$ cat src/rtl/imem_loader_pkg.sv
// Shared types and defaults for the instruction-memory loader.
package loader_pkg;

  typedef enum logic [2:0] {
    ST_IDLE,
    ST_LEN_HI,
    ST_LEN_LO,
    ST_DATA,
    ST_CKSUM,
    ST_DONE,
    ST_ERR
  } state_t;

  localparam logic [29:0] DEF_BASE_WORD = 30'h00100000;
  localparam int          DEF_MAX_WORDS = 1024;
  localparam int          HDR_LEN       = 2;

endpackage

$ cat src/rtl/imem_loader_byte_to_word.sv
// Big-endian byte-to-word assembler: keeps the three leading bytes and a
// byte index, and presents the full word alongside the fourth byte.
module byte_to_word
(
  input  logic        clk,
  input  logic        rst_n,
  input  logic        i_clr,
  input  logic        i_shift_en,
  input  logic [7:0]  i_byte,
  output logic [31:0] o_word,
  output logic        o_word_complete
);

  logic [23:0] r_word;
  logic [1:0]  r_idx;

  // Only three bytes are stored; the fourth is combined on the fly so the
  // word is ready at the same edge that accepts its last byte.
  assign o_word          = {r_word, i_byte};
  assign o_word_complete = i_shift_en && (r_idx == 2'd3);

  // NOTE: sequential state uses non-blocking assignments so every register
  // samples the pre-edge values of the others, independent of statement order.
  always_ff @(posedge clk or negedge rst_n) begin
    if (!rst_n) begin
      r_word <= '0;
      r_idx  <= '0;
    end else if (i_clr) begin
      r_idx  <= '0;
    end else if (i_shift_en) begin
      r_word <= {r_word[15:0], i_byte};
      r_idx  <= r_idx + 2'd1;
    end
  end

endmodule

$ cat src/rtl/imem_loader.sv
// Framed byte-stream program loader: writes big-endian words to the
// instruction memory and holds the core until the checksum verifies.
module imem_loader
  import loader_pkg::*;
#(
  parameter int                ADDR_W    = 30,
  parameter logic [ADDR_W-1:0] BASE_WORD = ADDR_W'(DEF_BASE_WORD),
  parameter int                MAX_WORDS = DEF_MAX_WORDS
)
(
  input  logic              clk,
  input  logic              rst_n,
  input  logic              start,
  input  logic              in_valid,
  input  logic [7:0]        in_data,
  output logic              in_ready,
  output logic              imem_we,
  output logic [ADDR_W-1:0] imem_addr,
  output logic [31:0]       imem_wdata,
  output logic              cpu_hold,
  output logic              done,
  output logic              error
);

  localparam logic [15:0] MAX_N = 16'(MAX_WORDS);

  state_t            r_state;
  logic [15:0]       r_len;
  logic [15:0]       r_word_cnt;
  logic [7:0]        r_cksum;
  logic              r_imem_we;
  logic [ADDR_W-1:0] r_imem_addr;
  logic [31:0]       r_imem_wdata;
  logic              r_cpu_hold;
  logic              r_done;
  logic              r_error;

  logic              w_hs;
  logic              w_start_ok;
  logic [15:0]       w_len_next;
  logic [31:0]       w_word;
  logic              w_word_complete;

  assign in_ready   = r_state inside {ST_LEN_HI, ST_LEN_LO, ST_DATA, ST_CKSUM};
  assign w_hs       = in_valid && in_ready;
  assign w_start_ok = start && (r_state inside {ST_IDLE, ST_DONE, ST_ERR});
  assign w_len_next = {r_len[15:8], in_data};

  byte_to_word u_b2w (
    .clk             (clk),
    .rst_n           (rst_n),
    .i_clr           (w_start_ok),
    .i_shift_en      (w_hs && (r_state == ST_DATA)),
    .i_byte          (in_data),
    .o_word          (w_word),
    .o_word_complete (w_word_complete)
  );

  always_ff @(posedge clk or negedge rst_n) begin
    if (!rst_n) begin
      r_state      <= ST_IDLE;
      r_len        <= '0;
      r_word_cnt   <= '0;
      r_cksum      <= '0;
      r_imem_we    <= 1'b0;
      r_imem_addr  <= '0;
      r_imem_wdata <= '0;
      r_cpu_hold   <= 1'b1;
      r_done       <= 1'b0;
      r_error      <= 1'b0;
    end else begin
      r_imem_we <= 1'b0;
      case (r_state)
        ST_IDLE, ST_DONE, ST_ERR: begin
          if (start) begin
            r_state    <= ST_LEN_HI;
            r_cpu_hold <= 1'b1;
            r_done     <= 1'b0;
            r_error    <= 1'b0;
            r_cksum    <= '0;
            r_word_cnt <= '0;
          end
        end
        ST_LEN_HI: begin
          if (w_hs) begin
            r_len[15:8] <= in_data;
            r_cksum     <= r_cksum + in_data;
            r_state     <= ST_LEN_LO;
          end
        end
        ST_LEN_LO: begin
          if (w_hs) begin
            r_len   <= w_len_next;
            r_cksum <= r_cksum + in_data;
            if (w_len_next > MAX_N) begin
              r_state <= ST_ERR;
              r_error <= 1'b1;
            end else if (w_len_next == 16'd0) begin
              r_state <= ST_CKSUM;
            end else begin
              r_state <= ST_DATA;
            end
          end
        end
        ST_DATA: begin
          if (w_hs) begin
            r_cksum <= r_cksum + in_data;
            if (w_word_complete) begin
              r_imem_we    <= 1'b1;
              r_imem_addr  <= BASE_WORD + ADDR_W'(r_word_cnt);
              r_imem_wdata <= w_word;
              r_word_cnt   <= r_word_cnt + 16'd1;
              if (r_word_cnt == r_len - 16'd1) begin
                r_state <= ST_CKSUM;
              end
            end
          end
        end
        ST_CKSUM: begin
          if (w_hs) begin
            if (in_data == r_cksum) begin
              r_state    <= ST_DONE;
              r_done     <= 1'b1;
              r_cpu_hold <= 1'b0;
            end else begin
              r_state <= ST_ERR;
              r_error <= 1'b1;
            end
          end
        end
        default: r_state <= ST_IDLE;
      endcase
    end
  end

  assign imem_we    = r_imem_we;
  assign imem_addr  = r_imem_addr;
  assign imem_wdata = r_imem_wdata;
  assign cpu_hold   = r_cpu_hold;
  assign done       = r_done;
  assign error      = r_error;

endmodule

$ cat config.mk
export PLATFORM = sky130hd
export DESIGN_NAME = imem_loader
export DESIGN_NICKNAME = d
export VERILOG_FILES = /design/src/rtl/imem_loader_pkg.sv /design/src/rtl/imem_loader_byte_to_word.sv /design/src/rtl/imem_loader.sv
export SDC_FILE = /design/constraint.sdc
export NUM_CORES = 1
export LEC_CHECK = 0
export ABC_AREA = 1
export CAP_MARGIN = 10
export CORE_UTILIZATION = 62
export CTS_BUF_LIST = sky130_fd_sc_hd__clkbuf_2 sky130_fd_sc_hd__clkbuf_4 sky130_fd_sc_hd__clkbuf_8
export CTS_CLUSTER_SIZE = 16
export DETAILED_ROUTE_END_ITERATION = 8
export PLACE_DENSITY = 0.94
export SLEW_MARGIN = 10
export SYNTH_ARGS = -nofsm -noshare
export SYNTH_HDL_FRONTEND = slang
export SYNTH_SLANG_ARGS = --single-unit
$ cat constraint.sdc
create_clock -name clk -period 4.5 [get_ports clk]
set_input_delay 0.9 -clock clk [delete_from_list [all_inputs] [get_ports clk]]
set_output_delay 0.9 -clock clk [all_outputs]
set_load 0.005 [all_outputs]
=== After elaboration in Yosys (flattened, before gate mapping) ===
Index checks and enable logic that the tools add are counted.
W data, S select, Z words.

* Add/subtract/negate cells: 5
* $lt $le $gt $ge: 1
* Equality and inequality tests: 20
* Mux-type cells: 38
* Bitwise operators: 2
* Reductions and logical operators: 24

{| class="wikitable"
|+ Operators with widths
! cell !! number
|-
| $mux W16 || 3
|-
| $pmux W16 S2 || 1
|-
| $pmux W8 S2 || 2
|-
| $mux W3 || 9
|-
| $mux W8 || 3
|-
| $add A21 B16 Y22 const A || 1
|-
| $add A16 B1 Y16 const B || 1
|-
| $eq A16 B16 Y1 || 1
|-
| $gt A16 B11 Y1 const B || 1
|-
| $logic_not A16 Y1 || 1
|-
| $sub A16 B1 Y16 const B || 1
|-
| $pmux W3 S5 || 1
|-
| $mux W1 || 13
|-
| $ne A2 B2 Y1 const B || 6
|-
| $ne A2 B1 Y1 const B || 5
|-
| $eq A3 B3 Y1 const B || 3
|-
| $reduce_and A3 Y1 || 3
|-
| $add A8 B8 Y8 || 1
|-
| $eq A8 B8 Y1 || 1
|-
| $reduce_and A4 Y1 || 2
|-
| $reduce_bool A2 Y1 || 4
|-
| $reduce_and A7 Y1 || 1
|-
| $eq A3 B2 Y1 const B || 2
|-
| $mux W2 || 3
|-
| other kinds (13) || 21
|}

* Register bits after elaboration: 135
* Bits of input ports: 12
* Output and inout port bits: 67
* Logic and storage cells: 103

=== Longest topological paths before layout ===
* Word-level depth: 8
* Mapped depth: 15
* Gate-level depth less buffers: 15

=== Modules after synthesis ===
Synthesis repeated with hierarchy kept, for this count alone.

* Cell total of the unflattened synthesis: 811
* Area total of the unflattened synthesis: 6,319.8 µm²

{| class="wikitable"
|+ By module, submodules not included
! module !! times used !! cells each !! area each (µm²) !! seq. area each (µm²)
|-
| imem_loader || 1 || 685 || 5,191.2 || 2,403.6
|-
| byte_to_word || 1 || 126 || 1,128.6 || 650.6
|}

=== Least setup slack after synthesis ===
No wires, ideal clock.

* Kind: input -> register
* Start point: in in_data[2]
* End point: reg r_cpu_hold (netlist: cpu_hold)
* Library setup time: 77 ps
* Data arrival time: 2,142 ps
* Required time: 4,423 ps
* Path slack: 2,280 ps
* Stages: 8
* Buffers on the path: 0
* Cells stage by stage: ha_1 -> nor4_1 -> nand4_1 -> o21ai_0 -> inv_1 -> nor2_1 -> nand2_1 -> o21a_1

* Cells in the longest elaborated chain, start to end: 3

{| class="wikitable"
|+ Ends and longest elaborated chain
! what !! RTL line !! source
|-
| from (decl) || imem_loader.sv:15 || <nowiki>input logic [7:0] in_data,</nowiki>
|-
| $eq A8 B8 Y1 || imem_loader.sv:121 || <nowiki>if (in_data == r_cksum) begin</nowiki>
|-
| $ne A2 B1 Y1 (no source line) || -- ||
|-
| $reduce_and A4 Y1 (no source line) || -- ||
|-
| to (signal assigned) || imem_loader.sv:68 || <nowiki>r_cpu_hold <= 1'b1;</nowiki>
|-
| to (signal assigned) || imem_loader.sv:77 || <nowiki>r_cpu_hold <= 1'b1;</nowiki>
|-
| to (signal assigned) || imem_loader.sv:124 || <nowiki>r_cpu_hold <= 1'b0;</nowiki>
|-
| to (decl) || imem_loader.sv:34 || <nowiki>logic r_cpu_hold;</nowiki>
|}

Every way passes these cells.
A chain may end at the register's enable or synchronous reset.

=== Worst setup path in the final report ===
* Start point: reg r_state[2]
* End point: out in_ready

* Cells in the longest elaborated chain, start to end: 2
* Elaborated cells between the ends (all ways): 5
* Those cells by class: eq/ne (4); reduce/logical (1)

{| class="wikitable"
|+ Ends and longest elaborated chain
! what !! RTL line !! source
|-
| from (decl) || imem_loader.sv:27 || <nowiki>state_t r_state;</nowiki>
|-
| from (signal assigned) || imem_loader.sv:61 || <nowiki>r_state <= ST_IDLE;</nowiki>
|-
| from (signal assigned) || imem_loader.sv:76 || <nowiki>r_state <= ST_LEN_HI;</nowiki>
|-
| from (signal assigned) || imem_loader.sv:88 || <nowiki>r_state <= ST_LEN_LO;</nowiki>
|-
| $eq A3 B1 Y1, or another cell as far along || imem_loader.sv:44 || <nowiki>assign in_ready = r_state inside {ST_LEN_HI, ST_LEN_LO, ST_DATA, ST_CKSUM};</nowiki>
|-
| $reduce_bool A4 Y1 * || imem_loader.sv:44 ||
|-
| to (decl) || imem_loader.sv:16 || <nowiki>output logic in_ready,</nowiki>
|}

Every way passes the cells marked *; elsewhere a longest branch is shown, timed or not.

==> out/results.ini <==
[status]
status=complete, no violations

[power_and_ir_drop]
switching_power_total_mw=1.475
power.leakage_nw=3.412
power.switching_fraction=0.3908
clock_power_share=0.261
cell_internal_pwr_mw=2.299
ir_worst_vdd_mv=0.3945
p_seq_frac=0.402
power-per-cell-area_nw_per_um2=534.9
combinationalPowerShare=0.336

[grt]
grt_start_max_net_pins=88
overall_fraction_of_global_route_tracks_in_use=0.3032
grt_pass1_vias=5002
grt_first_pass_wirelength_um=23290
grt-ovfl-total=0
grt_antenna_before_repair=0

[cts]
clock_latency_ns=0.44
clk_transition_reported_paths_ns=0.08
ctsResizeCount=0
cts_tree=yes
cts_max_path_buffers=2
cts.htree.levels=4
cts.sinks=122
clock_root_buffer_master=sky130_fd_sc_hd__clkbuf_8
cts_made_buffers=17
cts.repair_timing.setup_buffer_count=0
cts.hold.buffers_added=0

[sta]
worst-slew-pin-transition_ns=0.7734
worst_clock_skew_ns=0.01099
rsz_0062_raised_after_global_routing=no
final-max-slew-violation-count=0
timing.slew.headroom=0.4844
post-route-period-util=0.6758
timing.fmax_mhz=328.8
timing.setup.tns_ns=0
min_period_ns=3.041
setup_viol=0
final-hold-violation-count=0

[critical_path]
worstRegToRegCells=12
cp.arrival_ns=2.14
reg2reg_to=u_b2w.r_idx[1]
rr_startpoint=r_state[2]
worst-r2r-setup-slack_ns=2.06
critPathKind=register to output port
critPathLaunchType=register
endpoint_kind=output port
cp.required_ns=3.60
largest_fanout_on_the_critical_path=6

[synth]
synth-warning-count=0
synth.avg_cell_area_um2=8.205
seq_total_area_yosys=0.5141
synth_top_cells_by_count=sky130_fd_sc_hd__nand2_1, sky130_fd_sc_hd__dfrtp_1, sky130_fd_sc_hd__o21ai_0, sky130_fd_sc_hd__inv_1, sky130_fd_sc_hd__nor2_1
synth_area_leaders=sky130_fd_sc_hd__dfrtp_1, sky130_fd_sc_hd__nand2_1, sky130_fd_sc_hd__o21ai_0
number_of_enable_type_register_cells_in_the_synthesized_netlist=0
synth_largest_type_area_fraction=0.5097
synthesis.instances=724
postSynth.asyncResetShare=1.000
synth_cell_type_count=41
synth_flop_cell=sky130_fd_sc_hd__dfrtp_1
syn_area_um2=5941
synth.largest_area_cell=sky130_fd_sc_hd__dfrtp_1
synth_seq_cells=122
synth.most_common_cell=sky130_fd_sc_hd__nand2_1

[min_path]
hold_path_depth=2
hold_path_end=imem_wdata[26]
holdCritPathClass=register to register
worstHoldStart=u_b2w.r_word[18]

[route]
detail_route.wirelength_um=14060
vias_per_cell=5.513
avgRoutedWirePerCell_um=15.11
drtIter0Drc=387
dr_total_vias=5133
dr.pass1.iters=5
antenna_viol_nets_final=0
drc=0

[floorplan]
io_pins=79
dieArea_um2=9977
row_count=35
floorplan.initialDensity=0.6429
floorplan.die.width_um=99.89
core_region_area_um2=9240
die_height_um=99.89

[cells_and_area]
antenna_cells=0
post_route_cells_drive_above_1_share=0.06608
post-route-util=0.7636
area_delta_synth_final_pct=18.77
finish.net_count=812

[place]
port-buffer-count=65
place.detailed.hpwl_um=9969
gpl.final_weighted_congestion=0.8971

[job]
drv_cap=0

[power groups by stage]
stage          registers (mW)  clock network [mW]  logic, mW
2_1_floorplan            1.47                   0      0.940
3_3_place_gp             1.51                   0       1.17
3_5_place_dp             1.53                   0       1.24
4_1_cts                  1.51               0.994       1.25
5_1_grt                  1.54                1.05       1.44
6_report                 1.52               0.986       1.27
[sequential cells by signal, indices dropped and copies added (netlist names)]
signal        flops
error             1
cpu_hold          1
imem_wdata       32
u_b2w.r_idx       2
r_state           3
r_len            16
imem_we           1
done              1
imem_addr        17
u_b2w.r_word     24
r_word_cnt       16
r_cksum           8
[cell families (layout without fill, tap and decap cells)]
family	after synthesis	after routing	synth area share
fa+ha+maj	11	11	0.02443
simple gates	330	330	0.2336
compound gates	127	127	0.1156
buf+inv	113	179	0.07982
other cells	1	13	0.0006312
xor+xnor	20	20	0.03180
flops	122	122	0.5141
[layer usage]
layer  global-route usage  vias up  share of wire
li1                     -     2427              -
met1               0.3885     2466           0.42
met2               0.5082      216           0.50
met3              0.06198       24          0.062
met4               0.1222        0          0.018
met5                    0        -              0
[placed cells by master (no fill, tap or decap), types with 4 or more instances in the layout]
| cell | Yosys | routed |
|---|---|---|
| sky130_fd_sc_hd__a21oi_1 | 12 | 12 |
| sky130_fd_sc_hd__clkbuf_8 | 0 | 18 |
| sky130_fd_sc_hd__clkdlybuf4s50_1 | 0 | 64 |
| sky130_fd_sc_hd__conb_1 | 1 | 13 |
| sky130_fd_sc_hd__dfrtp_1 | 121 | 121 |
| sky130_fd_sc_hd__ha_1 | 10 | 10 |
| sky130_fd_sc_hd__inv_1 | 74 | 74 |
| sky130_fd_sc_hd__inv_2 | 5 | 5 |
| sky130_fd_sc_hd__nand2_1 | 222 | 222 |
| sky130_fd_sc_hd__nand3_1 | 24 | 24 |
| sky130_fd_sc_hd__nand3b_1 | 4 | 4 |
| sky130_fd_sc_hd__nand4_1 | 6 | 6 |
| sky130_fd_sc_hd__nor2_1 | 48 | 48 |
| sky130_fd_sc_hd__nor3_1 | 9 | 9 |
| sky130_fd_sc_hd__nor4_1 | 4 | 4 |
| sky130_fd_sc_hd__o21ai_0 | 95 | 95 |
| sky130_fd_sc_hd__xnor2_1 | 5 | 5 |
| sky130_fd_sc_hd__xor2_1 | 14 | 14 |
[worst max-delay path by stage]
stage / startpoint / end / slack, ns
2_1_floorplan: in_data[2] / cpu_hold / 2.28
3_3_place_gp: in_valid / r_word_cnt[12] / 1.36
5_1_grt: r_state[1] / in_ready / 1.31
6_report: r_state[2] / in_ready / 1.46
3_5_place_dp: in_valid / r_word_cnt[11] / 1.28
4_1_cts: r_state[2] / in_ready / 1.48
[final cells by class]
cell class,instances,area [um2]
flip-flops and latches,122,3054
repair buffers,68,683.2
multi-input cells,501,2457
fillers,630,2185
well taps,129,161.4
inverters,79,296.5
clock buffers,20,262.8
clock inverters,12,140.1
[critical path: stages (launching register included)]
cell and delay, ns:
sky130_fd_sc_hd__dfrtp_1 0.44, sky130_fd_sc_hd__inv_2 0.09, sky130_fd_sc_hd__nand2_1 0.11, sky130_fd_sc_hd__nor2_1 0.31, sky130_fd_sc_hd__inv_1 0.12, sky130_fd_sc_hd__o211ai_1 0.12, sky130_fd_sc_hd__clkdlybuf4s50_1 0.52
[metrics by stage]
step / setup WS (ns) / std cells / area (um2) / hold slack, ns / total power [mW]
after global routing: 1.314 / 931 / 7056 / 0.4831 / 4.025
final: 1.459 / 931 / 7056 / 0.4609 / 3.774
after floorplan: 2.280 / 736 / 5986 / 0.4422 / 2.409
after CTS: 1.476 / 931 / 7056 / 0.4653 / 3.760
after detailed placement: 1.283 / 899 / 6653 / 0.4612 / 2.764
after global placement: 1.355 / 899 / 6653 / 0.4530 / 2.681
Power figures use the tool's default switching activity.
